File: src/rtl/nco_pkg.sv
// rtl/nco_pkg.sv - shared NCO sweep types and defaults
package nco_pkg;

    localparam int NCO_PHI_W = 32;

    typedef enum logic [1:0] {
        IDLE       = 2'd0,
        NCO_RST    = 2'd1,
        WAIT_VALID = 2'd2,
        DWELL      = 2'd3
    } sweep_state_t;

    typedef logic [NCO_PHI_W-1:0] phi_inc_t;

endpackage

File: src/rtl/nco_sweep_phase_acc.sv
// rtl/nco_sweep_phase_acc.sv - phase-increment register with load/add/hold
module nco_sweep_phase_acc #(
    parameter int W = 32
) (
    input  logic         clk,
    input  logic         reset_n,
    input  logic         load,
    input  logic         add,
    input  logic [W-1:0] load_val,
    input  logic [W-1:0] step,
    output logic [W-1:0] phi
);

    // Load wins over add; the add wraps modulo 2^W by design.
    always_ff @(posedge clk) begin
        if (!reset_n) begin
            phi <= '0;
        end else if (load) begin
            phi <= load_val;
        end else if (add) begin
            phi <= phi + step;
        end
    end

endmodule

File: src/rtl/nco_sweep_ctrl.sv
// rtl/nco_sweep_ctrl.sv - linear frequency-sweep sequencer driving the NCO
module nco_sweep_ctrl
    import nco_pkg::*;
#(
    parameter int PHI_W          = NCO_PHI_W,
    parameter int STEP_W         = 16,
    parameter int DWELL_W        = 16,
    parameter int NCO_RST_CYCLES = 8,
    parameter int VALID_TIMEOUT  = 1024
) (
    input  logic               clk,
    input  logic               reset_n,
    input  logic [PHI_W-1:0]   cfg_start_phi,
    input  logic [PHI_W-1:0]   cfg_step_phi,
    input  logic [STEP_W-1:0]  cfg_num_steps,
    input  logic [DWELL_W-1:0] cfg_dwell,
    input  logic               cfg_continuous,
    input  logic               start,
    input  logic               abort,
    input  logic               nco_out_valid,
    output logic               nco_reset_n,
    output logic               nco_clken,
    output logic [PHI_W-1:0]   nco_phi_inc,
    output logic               busy,
    output logic               step_strobe,
    output logic [STEP_W-1:0]  step_idx,
    output logic               done,
    output logic               err
);

    localparam int RST_W = $clog2(NCO_RST_CYCLES + 1);
    localparam int TMO_W = $clog2(VALID_TIMEOUT + 1);

    sweep_state_t       state, state_nxt;
    logic [RST_W-1:0]   rst_cnt;
    logic [TMO_W-1:0]   tmo_cnt;
    logic [DWELL_W-1:0] dwell_cnt, dwell_lim;
    logic [STEP_W-1:0]  steps_lim;
    logic [PHI_W-1:0]   lat_start, lat_step, load_val;
    logic               lat_cont;
    logic               acc_load, acc_add;
    logic               rst_last, tmo_last, dwell_last, point_last;

    assign rst_last    = (rst_cnt == RST_W'(NCO_RST_CYCLES - 1));
    assign tmo_last    = (tmo_cnt == TMO_W'(VALID_TIMEOUT - 1));
    assign dwell_last  = (dwell_cnt == dwell_lim);
    assign point_last  = (step_idx == steps_lim);
    assign busy        = (state != IDLE);
    assign nco_reset_n = (state == WAIT_VALID) || (state == DWELL);
    assign nco_clken   = nco_reset_n;
    // A fresh start loads the live config; a continuous re-loop reloads the latched copy.
    assign load_val    = (state == IDLE) ? cfg_start_phi : lat_start;

    always_ff @(posedge clk) begin
        if (!reset_n) begin
            state <= IDLE;
        end else begin
            state <= state_nxt;
        end
    end

    always_comb begin
        state_nxt = state;
        acc_load  = 1'b0;
        acc_add   = 1'b0;
        case (state)
            IDLE: begin
                if (start && !abort) begin
                    state_nxt = NCO_RST;
                    acc_load  = 1'b1;
                end
            end
            NCO_RST: begin
                if (abort)         state_nxt = IDLE;
                else if (rst_last) state_nxt = WAIT_VALID;
            end
            WAIT_VALID: begin
                if (abort)              state_nxt = IDLE;
                else if (nco_out_valid) state_nxt = DWELL;
                else if (tmo_last)      state_nxt = IDLE;
            end
            DWELL: begin
                if (abort) begin
                    state_nxt = IDLE;
                end else if (dwell_last) begin
                    if (!point_last)   acc_add   = 1'b1;
                    else if (lat_cont) acc_load  = 1'b1;
                    else               state_nxt = IDLE;
                end
            end
            default: state_nxt = IDLE;
        endcase
    end

    always_ff @(posedge clk) begin
        if (!reset_n) begin
            rst_cnt     <= '0;
            tmo_cnt     <= '0;
            dwell_cnt   <= '0;
            dwell_lim   <= '0;
            steps_lim   <= '0;
            lat_start   <= '0;
            lat_step    <= '0;
            lat_cont    <= 1'b0;
            step_idx    <= '0;
            step_strobe <= 1'b0;
            done        <= 1'b0;
            err         <= 1'b0;
        end else begin
            step_strobe <= 1'b0;
            done        <= 1'b0;
            case (state)
                IDLE: begin
                    if (start && !abort) begin
                        lat_start <= cfg_start_phi;
                        lat_step  <= cfg_step_phi;
                        steps_lim <= (cfg_num_steps == '0) ? '0 : cfg_num_steps - STEP_W'(1);
                        dwell_lim <= (cfg_dwell == '0) ? '0 : cfg_dwell - DWELL_W'(1);
                        lat_cont  <= cfg_continuous;
                        step_idx  <= '0;
                        err       <= 1'b0;
                        rst_cnt   <= '0;
                    end
                end
                NCO_RST: begin
                    rst_cnt <= rst_cnt + RST_W'(1);
                    tmo_cnt <= '0;
                end
                WAIT_VALID: begin
                    tmo_cnt   <= tmo_cnt + TMO_W'(1);
                    dwell_cnt <= '0;
                    if (!abort && nco_out_valid) step_strobe <= 1'b1;
                    else if (!abort && tmo_last) err         <= 1'b1;
                end
                DWELL: begin
                    if (!abort) begin
                        if (!dwell_last) begin
                            dwell_cnt <= dwell_cnt + DWELL_W'(1);
                        end else begin
                            dwell_cnt <= '0;
                            if (!point_last) begin
                                step_idx    <= step_idx + STEP_W'(1);
                                step_strobe <= 1'b1;
                            end else begin
                                done <= 1'b1;
                                if (lat_cont) begin
                                    step_idx    <= '0;
                                    step_strobe <= 1'b1;
                                end
                            end
                        end
                    end
                end
                default: ;
            endcase
        end
    end

    nco_sweep_phase_acc #(
        .W(PHI_W)
    ) u_phase_acc (
        .clk      (clk),
        .reset_n  (reset_n),
        .load     (acc_load),
        .add      (acc_add),
        .load_val (load_val),
        .step     (lat_step),
        .phi      (nco_phi_inc)
    );

endmodule

File: config.mk
export PLATFORM = sky130hd
export DESIGN_NAME = nco_sweep_ctrl
export DESIGN_NICKNAME = d
export VERILOG_FILES = /design/src/rtl/nco_pkg.sv /design/src/rtl/nco_sweep_phase_acc.sv /design/src/rtl/nco_sweep_ctrl.sv
export SDC_FILE = /design/constraint.sdc
export NUM_CORES = 1
export LEC_CHECK = 0
export ABC_AREA = 1
export CAP_MARGIN = 20
export CELL_PAD_IN_SITES_DETAIL_PLACEMENT = 1
export CELL_PAD_IN_SITES_GLOBAL_PLACEMENT = 1
export CORE_ASPECT_RATIO = 1.5
export CORE_MARGIN = 5
export CORE_UTILIZATION = 39
export CTS_CLUSTER_DIAMETER = 60
export DETAILED_ROUTE_END_ITERATION = 8
export GPL_TIMING_DRIVEN = 0
export PLACE_DENSITY = 0.79
export SYNTH_ARGS = -nofsm -noshare
export SYNTH_HDL_FRONTEND = slang
export SYNTH_SLANG_ARGS = --single-unit
export TNS_END_PERCENT = 50
File: constraint.sdc
create_clock -name clk -period 2.55 [get_ports clk]
set_clock_uncertainty 0.15 [all_clocks]
set_input_delay 0.3825 -clock clk [delete_from_list [all_inputs] [get_ports clk]]
set_output_delay 0.3825 -clock clk [all_outputs]
set_load 0.005 [all_outputs]
Word-level counts from Yosys, hierarchy flattened

Index checks and enable logic that the tools add are counted.

Bits in registers: 181
Input port bits: 102
Output and inout port bits: 54
Logic and storage cells: 112

Add/subtract/negate cells: 7
Eq/ne operators: 18
Mux-type cells: 48
Bitwise logic cells: 3
Reduce and logical (&&, ||, !) cells: 22

Operator list:

| kind                                                                     | count |
|---|---|
| 16-bit two-way mux                                                       | 9 |
| 32-bit two-way mux                                                       | 3 |
| 16-bit case mux with 2 select lines                                      | 2 |
| 16-bit by 1-bit adder with 16-bit output (second input constant)         | 2 |
| 32-bit adder                                                             | 1 |
| 16-bit equality test                                                     | 2 |
| 16-bit zero test                                                         | 2 |
| 16-bit by 1-bit subtractor with 16-bit output (second input constant)    | 2 |
| 11-bit case mux with 2 select lines                                      | 1 |
| 2-bit two-way mux                                                        | 10 |
| 1-bit two-way mux                                                        | 17 |
| 3-bit != test (second input constant)                                    | 5 |
| 2-bit nonzero test                                                       | 7 |
| 11-bit by 1-bit adder with 11-bit output (second input constant)         | 1 |
| 11-bit by 10-bit equality test with 1-bit output (second input constant) | 1 |
| 2-bit case mux with 4 select lines                                       | 1 |
| 4-bit case mux with 2 select lines                                       | 1 |
| 2-bit != test (second input constant)                                    | 3 |
| 1-bit case mux with 2 select lines                                       | 3 |
| 2-bit AND reduction                                                      | 3 |
| 6-bit AND reduction                                                      | 1 |
| 5-bit AND reduction                                                      | 1 |
| 4-bit by 1-bit adder with 4-bit output (second input constant)           | 1 |
| 2-bit equality test (second input constant)                              | 2 |
| 12 further kinds                                                         | 17 |

Depth between registers and ports, before layout

Depth in word-level cells: 7
Gate-level depth with buffers: 16
Mapped depth without buffers: 16

By module

Synthesis repeated with hierarchy kept, for this count alone.

Cells, all modules: 1839
Area, all modules: 11658.7 um2

Modules (own cells, without submodules):

| module              | instances | cells an instance | area an instance (um2) | sequential area each (um2) |
|---|---|---|---|---|
| nco_sweep_ctrl      | 1         | 1200              | 7962.6                 | 2982.9 |
| nco_sweep_phase_acc | 1         | 639               | 3696.0                 | 640.6 |

Worst setup path after synthesis

OpenSTA, ideal clock, no wires.

Path type: flip-flop to flip-flop
Start: register state[0]
End: register u_phase_acc.phi[10]
Library setup time: 0.113 ns
Arrival time: 1.871 ns
Required time: 2.287 ns
Setup slack: 0.415 ns
Stages on the path, launching flop included: 15
Buffers on the path: 1
Period minus slack after synthesis: 2.135 ns
Cell sequence: dfxtp_1 inv_1 ha_1 inv_2 nor3_2 inv_1 nand2_1 inv_1 nor2_2 nand2_4 nand2_4 inv_2 buf_4 nor2_1 nor2_1

Longest elaborated chain between the ends: 3
Elaborated cells on any way between the ends: 7
Those cells by class: eq/ne: 1; mux: 4; reduce/logical: 2

Ends and longest elaborated chain:

| element                                                    | RTL line                                   | text |
|---|---|---|
| start, declared                                            | nco_sweep_ctrl.sv:34                       | `sweep_state_t state, state_nxt;` |
| start signal, assigned                                     | nco_sweep_ctrl.sv:58                       | `state <= state_nxt;` |
| 2-bit equality test or 2-bit zero test (tied branches)     | nco_sweep_ctrl.sv:66, nco_sweep_ctrl.sv:52 |  |
| 1-bit case mux with 2 select lines (tied with other cells) | nco_sweep_ctrl.sv:66                       | `case (state)` |
| 32-bit two-way mux or 2-bit nonzero test (tied branches)   | -                                          |  |
| end signal, assigned                                       | nco_sweep_phase_acc.sv:19                  | `phi <= load_val;` |
| end signal, assigned                                       | nco_sweep_phase_acc.sv:21                  | `phi <= phi + step;` |
| end, declared                                              | nco_sweep_phase_acc.sv:11                  | `output logic [W-1:0] phi` |

Parallel ways exist; a longest one is shown, timed or not.
A chain may end at the register's enable or synchronous reset.

Worst setup path in the final report

Start: register state[0]
End: register u_phase_acc.phi[17]

Same word-level chain as after synthesis.

==> impl_metrics.ini <==
[sta]
setup_violations = 0
setup_tns_ps = 0
fmax_mhz = 404
period_minus_slack_ps = 2480
setup_slack_ps = 74.9
max_slew_margin = 0.465
hold_viol_final = 0
worst_pin_slew_ps = 802
grt_setup_unrepaired = yes
slew_viol_final = 0
fin_crit_sh = 0.971

[placement]
post-place-ws_ps = -1140
gp_congestion = 0.892
port_buffers = 155
place_hpwl_um = 33600
dp.cells = 2362

[global_routing]
grt_pass1_wl_um = 66100
grt_pass1_vias = 13200
antenna_found_initial = 0
grt_overflow = 0
grt_max_degree = 17
grt_use_total = 0.256

[layout]
drive_gt1_frac = 0.0705
fin_nets = 2148
num_antenna_cells = 0
nFillCells = 3922
utilization = 0.500
final_common_cell = nand2_1
syn2layout_area_growth_pct = 26.5
layout_common_cells = nand2_1, nor2_1, inv_1
finalNonFillerCells = 2405

[yosys]
synth_edf_count = 0
yosys_warnings = 0
postSynthAreaPerCell_um2 = 6.24
ys_ff_latch = 181
synth_top_area_cell = dfxtp_1
synth_area_leaders = dfxtp_1, nand2_1, nor2_1
syn_area_um2 = 11300
synthCells = 1817
yosysSeqAreaShare = 0.319
ys.flop_type = dfxtp_1
yosysTopAreaCellShare = 0.319
synth-async-reset-ratio = 0
synthDistinctLibCells = 45
syn_nets = 1963

[pwr]
ir_drop_mv = 0.445
power_density_nw_per_um2 = 700
cellLeakagePower_nw = 6.21

[clock_tree]
cts_buffers = 17
cts-root-buf = clkbuf_16
cts_hold_buf = 0
cts_tree = built
cts.sinks = 181
htree_num_levels = 4
clk_path_buf_depth = 2
clk_pin_slew_ps = 70
insertion_delay_ps = 460

[route]
vias = 12400
drc = 0
postRouteAntennaNets = 0
wl_um = 42000
dr.pass1.iters = 5
viasPerCell = 5.16
wl_per_cell_um = 17.5
drt_iter0_markers = 453

[min_path]
hold_end = tmo_cnt[9]$_SDFFE_PN0P_
holdCritPathClass = reg -> reg
min_delay_path_depth = 2
min_from = tmo_cnt[9]$_SDFFE_PN0P_

[floorplan]
boundaryPins = 156
dieArea_um2 = 32700
start_util = 0.395
die_h_um = 219
die_x_um = 149
coreArea_um2 = 28700
rows = 76

[setup_path]
required_ps = 2750
reg2reg_to = u_phase_acc.phi[17]$_SDFFE_PN0P_
crit_path_cell_trace = inv_2, ha_4, inv_4, nor3_4, clkinvlp_4, nand2_1, inv_1, nor2_4, nand2_4, nand2_8, buf_6, nand2_1, nor2_1, nor2_1
r2r_setup_slack_ps = 70
critical-path-slowest-cell = dfxtp_2
crit_fanout = 10
crit_family = simple AND/OR/NAND/NOR gates
cpPeakStageDelay_ps = 340
critPathLaunchType = flip-flop
startpoint = state[0]$_SDFFE_PN0P_
reg2reg_depth = 14
reg2reg_from = state[0]$_SDFFE_PN0P_
worstPathArrival_ps = 2680
crit_path_end_kind = flip-flop
worstSetupPathType = reg -> reg
cp_num_buf_inv = 5

[flow_run]
cap_violations = 0

[status]
status = completed
==> power breakdown <==
part / leakage [nW] / total [mW] / switching, mW / internal [mW]
Sequential: 1.48 / 3.46 / 0.261 / 3.20
Combinational: 4.43 / 3.70 / 2.32 / 1.38
Clock: 0.297 / 2.87 / 1.26 / 1.61
==> tightest hold or removal path, cell delays in order (launching register included) <==
cell and delay [ps]:
dfxtp_1 320, inv_1 50, a21oi_1 50
==> area by class of cell <==
cell class	instances	area, µm²	share of cell area
Sequential cell	181	3640	0.254
Buffer	68	372	0.0259
Inverter	197	749	0.0522
Multi-Input combinational cell	1367	6810	0.475
Clock inverter	13	170	0.0119
Tap cell	390	488	0.0340
Timing Repair Buffer	170	1670	0.116
Clock buffer	19	453	0.0316
==> per-layer routing <==
| metal | part of all wire | wire, µm | GRT usage |
|---|---|---|---|
| met1 | 0.37 | 15600 | 0.255 |
| met4 | 0.044 | 1860 | 0.124 |
| met2 | 0.55 | 23200 | 0.511 |
| met5 | 0 | 0 | 0 |
| met3 | 0.032 | 1330 | 0.0341 |
==> logic make-up after synthesis <==
family,synth area share
adders and majority gates,0.0492
and+or+nand+nor,0.345
xor gates and xnor gates,0.0402
AOI/OAI and AO/OA,0.153
buffers and inverters,0.0931
DFF,0.319
==> worst max-delay path by stage <==
stage	endpoint	slack [ps]	cells past startpoint
final	u_phase_acc.phi[17]$_SDFFE_PN0P_	70	14
after global routing	u_phase_acc.phi[10]$_SDFFE_PN0P_	-30	14
after CTS	nco_reset_n	-60	7
after detailed placement	u_phase_acc.phi[17]$_SDFFE_PN0P_	-1140	13
after global placement	u_phase_acc.phi[11]$_SDFFE_PN0P_	-1090	13
after floorplan	u_phase_acc.phi[10]$_SDFFE_PN0P_	420	14
==> what timing repair did <==
action / CTS / global route
buffers inserted: 8 / 7
pin swaps: 3 / 5
resized for setup: 33 / 51
endpoints found under the setup margin: 147 / 107
==> sequential cells by signal, summed over array words and instances, names as in the netlist <==
signal,cells
lat_start,32
lat_step,32
u_phase_acc.phi,32
dwell_cnt,16
dwell_lim,16
step_idx,16
steps_lim,16
tmo_cnt,11
rst_cnt,4
state,2
done,1
err,1
lat_cont,1
step_strobe,1
==> synthesized netlist by cell type, types with 13 or more instances <==
cell and number:
xor2_1 43, nor3_1 22, nand3_1 112, o21ai_1 31, buf_2 13, a21oi_1 124, nor2_1 311, dfxtp_1 181
ha_1 43, nand2_1 460, nand4_1 13, inv_1 186, o21ai_0 100, clkbuf_1 47, a211oi_1 36
==> stage by stage <==
step                hold slack (ps)  power, mW  cell area [µm²]
detailed placement              296       6.96            13400
finish                          305       10.0            14300
global route                    337       10.6            14300
floorplan                       272       5.61            11300
global placement                286       6.85            13400
CTS                             307       9.91            14100
Note: power is estimated with default switching activity, not from simulation.
